[src/rtl/store_queue.sv]
// store_queue: circular store queue with store-to-load forwarding and in-order dcache drain
module store_queue #(
  parameter int SQ_SZ = 8,
  localparam int STOREQ_IDX = $clog2(SQ_SZ),
  localparam int EXECUTE_STOREQ_ENTRY = 65 + STOREQ_IDX
) (
  input  logic                            clock,
  input  logic                            reset,
  input  logic                            alloc_valid,
  output logic [STOREQ_IDX-1:0]           alloc_idx,
  output logic                            sq_full,
  output logic                            sq_empty,
  input  logic [EXECUTE_STOREQ_ENTRY-1:0] exec_entry,
  input  logic                            lookup_valid,
  input  logic [31:0]                     lookup_addr,
  input  logic [STOREQ_IDX-1:0]           lookup_sq_tail,
  output logic                            forward_valid,
  output logic [31:0]                     forward_data,
  output logic                            forward_stall,
  input  logic                            commit_valid,
  input  logic                            flush,
  output logic                            dc_store_valid,
  output logic [31:0]                     dc_store_addr,
  output logic [31:0]                     dc_store_data,
  input  logic                            dc_store_accept
);
  localparam int IW = STOREQ_IDX;
  logic [IW:0] head, tail, commit_ptr, commit_next;
  logic [SQ_SZ-1:0] executed;
  logic [29:0] addr_q [SQ_SZ];
  logic [31:0] data_q [SQ_SZ];
  logic [IW-1:0] head_idx, scan_cnt, scan_idx, ex_idx;
  logic [29:0] ex_word;
  logic [31:0] ex_data;
  logic ex_valid, do_alloc, do_commit, do_pop, unused;
  assign ex_valid = exec_entry[EXECUTE_STOREQ_ENTRY-1];
  assign ex_word = exec_entry[IW+63:IW+34];
  assign ex_data = exec_entry[IW+31:IW];
  assign ex_idx = exec_entry[IW-1:0];
  assign unused = ^{exec_entry[IW+33:IW+32], lookup_addr[1:0]};
  assign head_idx = head[IW-1:0];
  assign alloc_idx = tail[IW-1:0];
  assign sq_full = head[IW-1:0] == tail[IW-1:0] && head[IW] != tail[IW];
  assign sq_empty = head == tail;
  assign dc_store_valid = head != commit_ptr && executed[head_idx];
  assign dc_store_addr = dc_store_valid ? {addr_q[head_idx], 2'b00} : '0;
  assign dc_store_data = dc_store_valid ? data_q[head_idx] : '0;
  assign do_alloc = alloc_valid && !sq_full && !flush;
  assign do_commit = commit_valid && commit_ptr != tail;
  assign do_pop = dc_store_accept && dc_store_valid;
  assign commit_next = commit_ptr + {{IW{1'b0}}, do_commit};
  // pointers and executed flags; a flush keeps everything up to the newest committed store
  always_ff @(posedge clock) begin
    if (reset) begin
      head <= '0;
      tail <= '0;
      commit_ptr <= '0;
      executed <= '0;
    end else begin
      head <= head + {{IW{1'b0}}, do_pop};
      commit_ptr <= commit_next;
      tail <= flush ? commit_next : tail + {{IW{1'b0}}, do_alloc};
      if (ex_valid) executed[ex_idx] <= 1'b1;
      if (do_alloc) executed[alloc_idx] <= 1'b0;
    end
  end
  // payload capture; unreset because every read is gated by the executed flag
  always_ff @(posedge clock) begin
    if (ex_valid) begin
      addr_q[ex_idx] <= ex_word;
      data_q[ex_idx] <= ex_data;
    end
  end
  // forwarding scan oldest to youngest so the youngest deciding entry overrides the rest
  always_comb begin
    forward_valid = 1'b0;
    forward_stall = 1'b0;
    forward_data = '0;
    scan_cnt = lookup_sq_tail - head_idx;
    scan_idx = head_idx;
    for (int k = 0; k < SQ_SZ; k++) begin
      scan_idx = head_idx + k[IW-1:0];
      if (lookup_valid && k < int'(scan_cnt)) begin
        if (!executed[scan_idx]) begin
          forward_stall = 1'b1;
          forward_valid = 1'b0;
          forward_data = '0;
        end else if (addr_q[scan_idx] == lookup_addr[31:2]) begin
          forward_stall = 1'b0;
          forward_valid = 1'b1;
          forward_data = data_q[scan_idx];
        end
      end
    end
  end
endmodule

[config.mk]
export PLATFORM = sky130hd
export DESIGN_NAME = store_queue
export DESIGN_NICKNAME = d
export VERILOG_FILES = /design/src/rtl/store_queue.sv
export SDC_FILE = /design/constraint.sdc
export NUM_CORES = 2
export LEC_CHECK = 0
export ABC_AREA = 1
export BUFFER_PORTS_ARGS = -buffer_cell sky130_fd_sc_hd__buf_2
export CORE_ASPECT_RATIO = 1.5
export CORE_MARGIN = 3
export CORE_UTILIZATION = 30
export CTS_BUF_LIST = sky130_fd_sc_hd__clkbuf_2
export CTS_CLUSTER_SIZE = 14
export DETAILED_ROUTE_END_ITERATION = 8
export GPL_TIMING_DRIVEN = 1
export SKIP_CTS_REPAIR_TIMING = 1
export SKIP_LAST_GASP = 1
export SLEW_MARGIN = 10
export SYNTH_ARGS = -nofsm -noshare
export SYNTH_HDL_FRONTEND = slang
export SYNTH_SLANG_ARGS = --single-unit
export TNS_END_PERCENT = 5
[constraint.sdc]
create_clock -name clock -period 5.8 [get_ports clock]
set_input_delay 0.29 -clock clock [delete_from_list [all_inputs] [get_ports clock]]
set_output_delay 0.29 -clock clock [all_outputs]
set_load 0.1 [all_outputs]
==> metrics.md <==
| Metric | Value |
|---|---|
| Most frequent cells after synthesis | nand2_1, nand3_1, o21ai_0 |
| Layout cells sized above 1 | 0.1294 |
| Bufs on Longest Clock Path | 3 |
| Post-synth top area share | 0.3862 |
| Syn Area/Cell | 6.820 µm² |
| Failing checks | negative setup slack |
| Multiplexer share of the synthesized area | 0.002595 |
| Asr flop ratio synth | 0 |
| Max Fclk | 170.3 MHz |
| Mapped Cells | 5655 |
| Initial Util | 0.3034 |
| Number of global-route vias before repair | 37380 |
| Crit-path most repeated cell | nand2_1 |
| DR WL/cell | 22.43 µm |
| Switching share of power | 0.3137 |
| Num CTS Buffers | 142 |
| Cells after DPL | 7267 |
| Internal | 5840 µW |
| Hpwl dp | 109.5 mm |
| Warnings, synthesis | 0 |
| Root Buffer | clkbuf_2 |
| Crit path cell chain | buf_4 -> ha_4 -> inv_1 -> nand2_4 -> nand2_8 -> buf_6 -> nand3_1 -> nand3_4 -> o21ai_1 -> a211oi_1 -> buf_4 -> nand4_1 -> nor2_1 -> nand2_1 -> nor2_4 -> buf_12 -> buf_12 -> clkbuf_16 -> o211ai_1 -> nand2_1 -> nand2_1 -> nand2_1 -> nor2_2 -> buf_12 |
| Die Footprint | 133000 µm² |
| Critical Path AT | 5.58 ns |
| Clock power frac | 0.346 |
| Die width | 298.8 µm |
| Final GP Congestion | 1.036 |
| Slew @ Worst Pin | 1.086 ns |
| Class of the most critical setup path | reg2out |
| Port bufs | 207 |
| Hold Crit Depth | 6 |
| Largest family of logic cells by synthesized area | simple AND/OR/NAND/NOR gates |
| Most frequent cell after synthesis | nand2_1 |
| Post-DRT Antenna Nets | 0 |
| DRC viols | 0 |
| Iteration-0 DRC Markers | 4507 |
| Clock sink count | 516 |
| P_leak | 0.02041 µW |
| Core area | 127100 µm² |
| Post-synth EDFFs | 496 |
| Slew Limit Fails | 0 |
| Hold WS | 0.05004 ns |
| Worst hold-check path type | in2reg |
| Total GRT Usage | 0.2346 |
| Worst path max stage delay | 0.42 ns |
| CP Launch Type | register |
| Final Skew | 0.08728 ns |
| Synth Area in Compound Gates | 0.1399 |
| Critical Path End Type | output port |
| Fin nets | 6078 |
| Cell Area, Synth | 38570 µm² |
| Via/cell ratio | 5.435 |
| PwrDens | 181.9 nW/µm² |
| Clock-pin slew on the worst setup and hold paths | 0.13 ns |
| Unrepaired setup endpoints after global routing | true |
| Synth cell types | 52 |
| First-pass GRT wire length | 233.6 mm |
| Max-cap violations | 0 |
| Max FO, Critical Path | 18 |
| Status | complete, but fails checks |
| Reg area | 15310 µm² |
| Yosys reg bits | 516 |
| Vias post-DR | 42280 |
| CP max-delay cell | dfxtp_4 |
| Max VDD drop | 0.0002042 V |
| Top post-synthesis cells by area | edfxtp_1, nand2_1, nand3_1 |
| CTS tree | yes |
| Area Growth Syn to Fin | 21.30% |
| Place WS | 0.7487 ns |
| Adder-cell share of the synthesized area | 0.003763 |
| Worst R2R Setup Slack | 1.69 ns |
| Seq pwr share | 0.502 |
| Post-route minimum period | 5.871 ns |
| Max H-tree Level | 4 |
| Pin count of the biggest net entering global routing | 140 |
| I/O pins | 214 |
| Final setup TNS | -0.8377 ns |
| Ys flop type | edfxtp_1 |
| Final period utilization | 1.012 |
| Final Setup Violations | 31 |
| Xor/xnor share of the synthesized area | 0.01681 |
| Antenna violations before repair | 22 |
| GRT Residual Overflow | 0 |
| Psw | 2669 µW |
| Register area share after synthesis | 0.3966 |
| Multi-input gate area | 20470 µm² |
| Final Hold Vio Count | 0 |
| Combinational Power Share | 0.151 |
| CP Data Required Time | 5.51 ns |
| Yosys top cell by area | edfxtp_1 |
| Final WL | 174.5 mm |
| Die height | 445.1 µm |
| Layout filler cell count | 13360 |
| Worst setup margin | -0.07067 ns |
| Cell count of the worst reg-to-reg path | 16 |
| Relative slew slack | 0.2757 |
| Detailed Routing Iterations Pass 1 | 8 |
| Post-route insts no fill | 7779 |
| Simple-Gate Fraction of Synth Area | 0.3492 |
| Worst-Skew Late Latency | 1.52 ns |
| Rows | 160 |
==> sequential cells by signal (all words and copies together), names as in the netlist <==
register / count
addr_q: 240
tail: 4
head: 4
executed: 8
data_q: 256
commit_ptr: 4
==> cell families (layout without fill, tap and decap cells) <==
group / after synthesis / in the layout
other: 1 / 15
AND/OR/NAND/NOR: 3215 / 3217
adder cells (fa/ha/maj): 11 / 11
multiplexers: 10 / 10
buffers and inverters: 844 / 1251
XOR/XNOR: 71 / 71
flip-flops: 516 / 516
AO/OA/AOI/OAI: 987 / 987
==> path summary, 6_finish.rpt <==
kind | start | endpoint
hold / removal | flush | executed[6]
setup reg to reg | head[1] | tail[2]
setup / recovery | head[1] | forward_data[5]
hold reg to reg | tail[3] | tail[3]
==> through the flow <==
stage	utilization	area, µm²	total power (µW)
2_1_floorplan	-	38570	5061
3_3_place_gp	0.3268	41550	5469
3_5_place_dp	0.3268	41550	5481
4_1_cts	0.3380	42970	8433
5_1_grt	0.3679	46770	8905
6_report	0.3680	46780	8509
==> critical path: cells and delay by family, from the launching register on <==
kind	cells	cell delay, ns
buffers and inverters	8	1.27
flip-flops	1	0.42
adder cells (fa/ha/maj)	1	0.17
AND/OR/NAND/NOR	12	1.78
AO/OA/AOI/OAI	3	0.37
==> per-layer routing <==
| layer | GRT usage | share of wire | up-vias |
|---|---|---|---|
| met5 | 0 | 0.00020 | - |
| met4 | 0.1621 | 0.077 | 6 |
| met3 | 0.03849 | 0.087 | 661 |
| met2 | 0.4082 | 0.48 | 2348 |
| met1 | 0.2615 | 0.36 | 19540 |
| li1 | - | - | 19730 |
==> cell type report <==
type | count | area share
Multi-Input combinational cell | 4298 | 0.4375
Sequential cell | 516 | 0.3272
Timing Repair Buffer | 534 | 0.1170
Tap cell | 1701 | 0.04549
Inverter | 458 | 0.03964
Clock buffer | 183 | 0.01958
Clock inverter | 69 | 0.01086
Timing Repair inverter | 7 | 0.002086
Antenna cell | 13 | 0.0006954
==> cell usage in the layout (no fill, tap or decap), drive strengths merged, types with 77 or more instances in the layout <==
cell,netlist,routed
inv,446,447
buf,220,372
edfxtp,496,496
dlygate4sd3,0,142
o21ai,666,666
nand3,982,982
clkbuf,166,203
clkinv,12,77
a21oi,144,144
nor2,179,179
nand2,1993,1995
o211ai,134,134
==> power by group through the flow <==
stage / clock, µW / sequential (µW) / combinational, µW
final: 2950 / 4270 / 1290
after global placement: 0 / 4350 / 1120
after detailed placement: 0 / 4360 / 1130
after floorplan: 0 / 4340 / 722
after global routing: 3220 / 4290 / 1400
after CTS: 3030 / 4270 / 1130
Power figures use the tool's default switching activity.
